### src/rtl/vga_pong.sv
// 640x480@60 VGA source: sync generation plus a monochrome pong scene
// (borders, dashed net, two self-bouncing paddles) on twelve 1-bit colour pins.
module vga_pong (
    input  logic clk,
    input  logic rst,
    output logic r0,
    output logic r1,
    output logic r2,
    output logic r3,
    output logic g0,
    output logic g1,
    output logic g2,
    output logic g3,
    output logic b0,
    output logic b1,
    output logic b2,
    output logic b3,
    output logic hs,
    output logic vs
);
    localparam logic [9:0] H_LAST  = 10'd799;
    localparam logic [9:0] V_LAST  = 10'd524;
    localparam logic [8:0] POS_TOP = 9'd8;
    localparam logic [8:0] POS_BOT = 9'd408;

    logic [9:0] count_h_q, count_h_d;
    logic [9:0] count_v_q, count_v_d;
    logic [8:0] pos_l_q, pos_l_d;
    logic [8:0] pos_r_q, pos_r_d;
    logic       dir_l_q, dir_l_d;
    logic       dir_r_q, dir_r_d;
    logic       frame_end;
    logic       blank, border, net, pad_l, pad_r, wht, pix;

    // Returns {dir, pos}; the upward case is tested before subtracting so it never wraps.
    function automatic logic [9:0] bounce(input logic [8:0] pos, input logic down,
                                          input logic [9:0] step);
        logic [9:0] nxt;
        nxt = {1'b0, pos} + step;
        if (down) begin
            if (nxt > {1'b0, POS_BOT}) bounce = {1'b0, POS_BOT};
            else                       bounce = {1'b1, nxt[8:0]};
        end else begin
            nxt = {1'b0, pos} - step;
            if ({1'b0, pos} < step + {1'b0, POS_TOP}) bounce = {1'b1, POS_TOP};
            else                                       bounce = {1'b0, nxt[8:0]};
        end
    endfunction

    always_ff @(posedge clk) begin
        if (!rst) begin
            count_h_q <= '0;
            count_v_q <= '0;
            pos_l_q   <= POS_TOP;
            dir_l_q   <= 1'b1;
            pos_r_q   <= POS_BOT;
            dir_r_q   <= 1'b0;
        end else begin
            count_h_q <= count_h_d;
            count_v_q <= count_v_d;
            pos_l_q   <= pos_l_d;
            dir_l_q   <= dir_l_d;
            pos_r_q   <= pos_r_d;
            dir_r_q   <= dir_r_d;
        end
    end

    always_comb begin
        frame_end = (count_h_q == H_LAST) && (count_v_q == V_LAST);
        count_h_d = (count_h_q == H_LAST) ? 10'd0 : count_h_q + 10'd1;
        count_v_d = count_v_q;
        if (count_h_q == H_LAST)
            count_v_d = (count_v_q == V_LAST) ? 10'd0 : count_v_q + 10'd1;
        {dir_l_d, pos_l_d} = {dir_l_q, pos_l_q};
        {dir_r_d, pos_r_d} = {dir_r_q, pos_r_q};
        // Positions only move on the last pixel of a frame, so nothing tears.
        if (frame_end) begin
            {dir_l_d, pos_l_d} = bounce(pos_l_q, dir_l_q, 10'd2);
            {dir_r_d, pos_r_d} = bounce(pos_r_q, dir_r_q, 10'd3);
        end
    end

    always_comb begin
        blank  = (count_h_q >= 10'd640) || (count_v_q >= 10'd480);
        border = (count_v_q <= 10'd7) || ((count_v_q >= 10'd472) && (count_v_q <= 10'd479));
        net    = (count_h_q >= 10'd316) && (count_h_q <= 10'd323) &&
                 (count_v_q >= 10'd8) && (count_v_q <= 10'd471) && !count_v_q[4];
        pad_l  = (count_h_q >= 10'd16) && (count_h_q <= 10'd23) &&
                 (count_v_q >= {1'b0, pos_l_q}) && (count_v_q <= {1'b0, pos_l_q} + 10'd63);
        pad_r  = (count_h_q >= 10'd616) && (count_h_q <= 10'd623) &&
                 (count_v_q >= {1'b0, pos_r_q}) && (count_v_q <= {1'b0, pos_r_q} + 10'd63);
        wht    = border | net | pad_l | pad_r;
        pix    = wht & ~blank & rst;
        {r0, r1, r2, r3, g0, g1, g2, g3, b0, b1, b2, b3} = {12{pix}};
        hs     = ~rst | ~((count_h_q >= 10'd656) && (count_h_q <= 10'd751));
        vs     = ~rst | ~((count_v_q >= 10'd490) && (count_v_q <= 10'd491));
    end
endmodule

### config.mk
export PLATFORM = sky130hd
export DESIGN_NAME = vga_pong
export DESIGN_NICKNAME = d
export VERILOG_FILES = /design/src/rtl/vga_pong.sv
export SDC_FILE = /design/constraint.sdc
export NUM_CORES = 1
export LEC_CHECK = 0
export CELL_PAD_IN_SITES_DETAIL_PLACEMENT = 1
export CELL_PAD_IN_SITES_GLOBAL_PLACEMENT = 2
export CORE_ASPECT_RATIO = 0.9
export CORE_MARGIN = 2
export CORE_UTILIZATION = 40
export CTS_CLUSTER_SIZE = 8
export DETAILED_ROUTE_END_ITERATION = 7
export PLACE_DENSITY = 0.85
export SLEW_MARGIN = 20
export SYNTH_ARGS = -nofsm -noshare
export SYNTH_HDL_FRONTEND = slang
export SYNTH_SLANG_ARGS = --single-unit
### constraint.sdc
create_clock -name clk -period 6.9 [get_ports clk]
set_input_delay 1.38 -clock clk [delete_from_list [all_inputs] [get_ports clk]]
set_output_delay 1.38 -clock clk [all_outputs]
set_load 0.02 [all_outputs]
* After elaboration in Yosys (flattened, before gate mapping)
Cells that the tools add are included.
Word-level totals: register bits 40, word-level logic and storage cells 77, input port bits 2, output and inout port bits 14
Cells by class: bitwise operators 11, multiplexer cells 7, equality and inequality tests 2, magnitude comparators 25, $add $sub $neg 8, reduce and logical (&&, ||, !) cells 18
Operator list (count):
- two-way mux 10 bit | 7
- greater-or-equal comparator 10 x 9 -> 1 bit (second input constant) | 4
- less-or-equal comparator 10 x 9 -> 1 bit (second input constant) | 4
- greater-or-equal comparator 10 bit (second input constant) | 3
- adder 10 x 1 -> 10 bit (second input constant) | 2
- adder 9 x 2 -> 10 bit (second input constant) | 2
- adder 9 x 6 -> 10 bit (second input constant) | 2
- == test 10 bit (second input constant) | 2
- greater-or-equal comparator 10 x 9 -> 1 bit | 2
- greater-than comparator 10 x 9 -> 1 bit (second input constant) | 2
- less-or-equal comparator 10 bit | 2
- less-or-equal comparator 10 bit (second input constant) | 2
- less-than comparator 9 x 4 -> 1 bit (second input constant) | 2
- subtractor 9 x 2 -> 9 bit (second input constant) | 2
- logical AND 1 bit | 14
- greater-or-equal comparator 10 x 4 -> 1 bit (second input constant) | 1
- greater-or-equal comparator 10 x 5 -> 1 bit (second input constant) | 1
- less-or-equal comparator 10 x 3 -> 1 bit (second input constant) | 1
- less-or-equal comparator 10 x 5 -> 1 bit (second input constant) | 1
- OR 1 bit | 5
- inverter 1 bit | 4
- bitwise AND 1 bit | 2
- logical OR 1 bit | 2
- OR reduction 2 bit | 1
- logical NOT 1 bit | 1

* Logic depth before layout (Yosys ltp)
depth after elaboration 10, gate-level depth with buffers 16, gate-level depth less buffers 14

* Worst setup path after synthesis
No wires, ideal clock.
path kind flip-flop to output port, start register pos_r_q[3], end output b1, required time 5.520 ns, cell stages (with the launch flop) 14, buffers on the path 2, slack 2.094 ns, data arrival time 3.426 ns, cell sequence dfxtp_1 -> clkbuf_1 -> nor4_1 -> nand2_1 -> nand2_1 -> xnor2_1 -> ha_1 -> a21oi_1 -> o21ai_0 -> a2111oi_0 -> a311o_1 -> a31oi_1 -> a21oi_1 -> buf_4
On the way: cells in the longest elaborated chain, start to end 6, elaborated cells between the ends (all ways) 8, those cells by class add/sub (1); order compare (2); bitwise (3); reduce/logical (2)
Ends and longest elaborated chain:
- start: declaration | line 29 | logic [8:0] pos_r_q, pos_r_d;
- start signal: assignment | line 63 | pos_r_q <= pos_r_d;
- adder 9 x 6 -> 10 bit / greater-or-equal comparator 10 x 9 -> 1 bit (equally long branches) | line 91 | (count_v_q >= {1'b0, pos_r_q}) && (count_v_q <= {1'b0, pos_r_q} + 10'd63);
- less-or-equal comparator 10 bit / logical AND 1 bit (equally long branches) | line 91, 90
- logical AND 1 bit * | line 91
- OR 1 bit * | line 92 | wht = border | net | pad_l | pad_r;
- bitwise AND 1 bit * (2 in a row) | line 93 | pix = wht & ~blank & rst;
- end: declaration | line 15 | output logic b1,
Mark *: on every way between the ends. The rest lies on a longest branch, timed or not.

* Final worst setup path
start register pos_r_q[2], end output r2
On the way: cells in the longest elaborated chain, start to end 6, elaborated cells between the ends (all ways) 8, those cells by class add/sub (1); order compare (2); bitwise (3); reduce/logical (2)
Ends and longest elaborated chain:
- adder 9 x 6 -> 10 bit / greater-or-equal comparator 10 x 9 -> 1 bit (equally long branches) | line 91
- less-or-equal comparator 10 bit / logical AND 1 bit (equally long branches) | line 91, 90
- logical AND 1 bit * | line 91
- OR 1 bit * | line 92
- bitwise AND 1 bit * (2 in a row) | line 93
- end: declaration | line 8 | output logic r2,
Marks and branches as above.

==> flow_summary.yaml <==
synthesis:
  synth_cell_types: 63
  yosys_warnings: 0
  synth_cells: 508
  async_flop_share_pct: 0
  synth-seq-cells: 39
  synth_edf_count: 0
  yosys_most_used_dff: "dfxtp_1"
  synth_common_cells: "nor2_1, ha_1, nand2_1"
  yosys-top-cells-area: "dfxtp_1, ha_1, xnor2_1, nor2_1, a21oi_1"
  seq_area_frac_synth_pct: 20.4
  yosysTopAreaCellShare_pct: 20.4
  synth.most_common_cell: "nor2_1"
  post_synth.cell_area_avg_um2: 7.54
  synth_largest_area_cell: "dfxtp_1"
  syn_nets: 556
  synthesis.area_um2: 3830
sta:
  timing.final.hold_violations: 0
  whs_ns: 0.484
  slew_violations: 0
  fmax_mhz: 169
  fin_skew_ns: 0.00841
  max_slew_margin_pct: 48.3
  setup_violations: 0
  final.min_clock_period_ns: 5.91
  min_period_over_period_pct: 85.6
  setup_tns_ns: 0
  layout_setup_ws_ns: 0.990
  worst_slew_pin_slew_ns: 0.768
  grt_setup_unrepaired: "no"
clock_network:
  holdBufCountCts: 0
  cts_buffers: 5
  clockRootBuffer: "clkbuf_8"
  cts-resized-gates: 0
  insertion_delay_ns: 0.30
  cts_tree: "yes"
  clock_path_buffers: 2
  htree_num_levels: 2
  clk_pin_slew_ns: 0.09
  numClockSinks: 39
  cts_setup_buffers: 0
critical_path:
  cp_top_family: "compound AO/OA/AOI/OAI gates"
  worst-endpoint-required_ns: 5.52
  path_buf_inv: 1
  arrival_ns: 4.53
  crit_path_max_fanout: 14
  path_class: "flop to primary output"
  cp-end-kind: "primary output"
  reg2reg_depth: 9
  r2r-end: "pos_r_q[2]$_SDFFE_PN0P_"
  critPathMaxStageDelay_ns: 0.74
  rrSetupSlack_ns: 3.98
  timing.rr.start: "pos_r_q[0]$_SDFFE_PN0P_"
  crit_chain: "nor4_1 > nand2_1 > nand2_1 > xnor2_1 > ha_1 > a21oi_1 > o21ai_0 > a2111oi_0 > a311o_1 > a31oi_1 > a21oi_1 > clkdlybuf4s50_1"
  slowest_stage: "nor4_1"
  worstSetupStartpointType: "flop"
grt:
  grt.overflow.total: 0
  grtUsageMet1_pct: 32.2
  grt_pass1_wl_um: 19300
  grt_start_max_net_pins: 21
  grt-busiest-layer: "met2"
  grt_use_met3_pct: 2.96
  grt_usage_pct: 23.1
  met2_usage_pct: 37.9
  antenna_found_initial: 0
  grt_pass1_vias: 3718
cells_and_area:
  diodes: 0
  syn_to_final_growth_pct: 5.49
  postLayoutCoreUtil_pct: 43.9
  finish.net_count: 537
  layout-drive-gt1-share_pct: 4.29
  fillers: 1149
drt:
  firstDrtPassIters: 4
  num_vias: 3676
  routed_wl_um: 11600
  vias_per_cell: 6.01
  ant_nets: 0
  drc_errors: 0
  wl_per_cell_um: 19.0
  drtIter0Drc: 138
power_and_ir_drop:
  netSwitchingPower_w: 0.000116
  pwr-share-clk_pct: 46.9
  p_int_w: 0.000386
  p_comb_share_pct: 7.3
  power_w: 0.000502
  p_leak_nw: 1.58
  ir_worst_vdd_mv: 0.0693
  switching_share_pct: 23.1
  power_density_nw_per_um2: 124
  power_frac_seq_pct: 45.9
floorplan:
  ios: 16
  die_area_um2: 10400
  die_h_um: 96.8
  coreArea_um2: 9210
  rows: 33
  fp.dieW_um: 107
  start_util_pct: 41.6
run_status:
  outcome: "complete, no violations"
flow_run:
  drv_cap: 0
min_path:
  hold_depth: 1
  hp-start: "count_h_q[0]$_SDFF_PP0_"
  holdCritPathClass: "flop to flop"
  hold_end: "count_h_q[0]$_SDFF_PP0_"
placed_design:
  gp_congestion: 0.807
  dp_hpwl_um: 8630
  post-place-ws_ns: 1.34
  port_buffers: 15
## sequential cells by signal (all words and copies together) (netlist names)
name,count
count_h_q,10
count_v_q,10
pos_r_q,9
pos_l_q,8
dir_l_q,1
dir_r_q,1
## metal layers
metal  wire [µm]  part of all wire, %
met5           0                    0
met4         153                  1.3
met3         372                  3.2
met2        5330                   46
met1        5760                   50
## kinds of logic after synthesis
| group | Yosys count | share of synthesized area (%) |
|---|---|---|
| buffers and inverters | 69 | 8.72 |
| adder cells (fa/ha/maj) | 46 | 15.0 |
| XOR/XNOR | 34 | 7.78 |
| multiplexers | 2 | 0.523 |
| flip-flops | 39 | 20.4 |
| AND/OR/NAND/NOR | 192 | 26.3 |
| AO/OA/AOI/OAI | 126 | 21.2 |
## worst max-delay path by stage
stage                            startpoint  end  slack [ns]  depth (start not counted)
CTS                 pos_r_q[2]$_SDFFE_PN0P_   r2        0.99                         12
global placement    pos_r_q[2]$_SDFFE_PN0P_   b0        1.57                         12
finish              pos_r_q[2]$_SDFFE_PN0P_   r2        0.99                         12
floorplan           pos_r_q[3]$_SDFFE_PN1P_   b1        2.09                         13
detailed placement  pos_r_q[2]$_SDFFE_PN0P_   r2        1.34                         12
global route        pos_r_q[2]$_SDFFE_PN0P_   r2        0.52                         12
## cell usage in the layout (no fill, tap or decap), drive strengths merged, types with 10 or more instances in the layout
| cell type | Yosys | routed |
|---|---|---|
| a21o | 10 | 10 |
| a21oi | 34 | 34 |
| and3 | 11 | 11 |
| clkdlybuf4s50 | 0 | 15 |
| dfxtp | 39 | 39 |
| ha | 46 | 46 |
| inv | 26 | 26 |
| nand2 | 41 | 41 |
| nand3 | 19 | 19 |
| nand4 | 17 | 17 |
| nor2 | 50 | 50 |
| nor3 | 17 | 17 |
| o21ai | 31 | 31 |
| xnor2 | 25 | 25 |
## power by group through the flow
| stage | clock network [W] | logic (W) | registers, W |
|---|---|---|---|
| 6_report | 0.000235 | 0.0000365 | 0.000230 |
| 5_1_grt | 0.000253 | 0.0000402 | 0.000231 |
| 4_1_cts | 0.000240 | 0.0000369 | 0.000230 |
| 3_5_place_dp | 0 | 0.0000367 | 0.000236 |
| 3_3_place_gp | 0 | 0.0000358 | 0.000236 |
| 2_1_floorplan | 0 | 0.0000293 | 0.000234 |
## per-stage QoR
| step | instance area, µm² | instances |
|---|---|---|
| 2_1_floorplan | 3830 | 508 |
| 3_3_place_gp | 3910 | 604 |
| 3_5_place_dp | 3910 | 604 |
| 4_1_cts | 4040 | 612 |
| 5_1_grt | 4040 | 612 |
| 6_report | 4040 | 612 |
## layout make-up
cell class,instances,area [µm²],area share (%)
multi-input combinational,400,2720,67.2
sequential,39,781,19.3
timing repair buffer,16,158,3.90
tap,122,153,3.78
inverter,27,101,2.51
clock buffer,6,72.6,1.80
clock inverter,2,60.1,1.49
(Power assumes the default switching activity.)
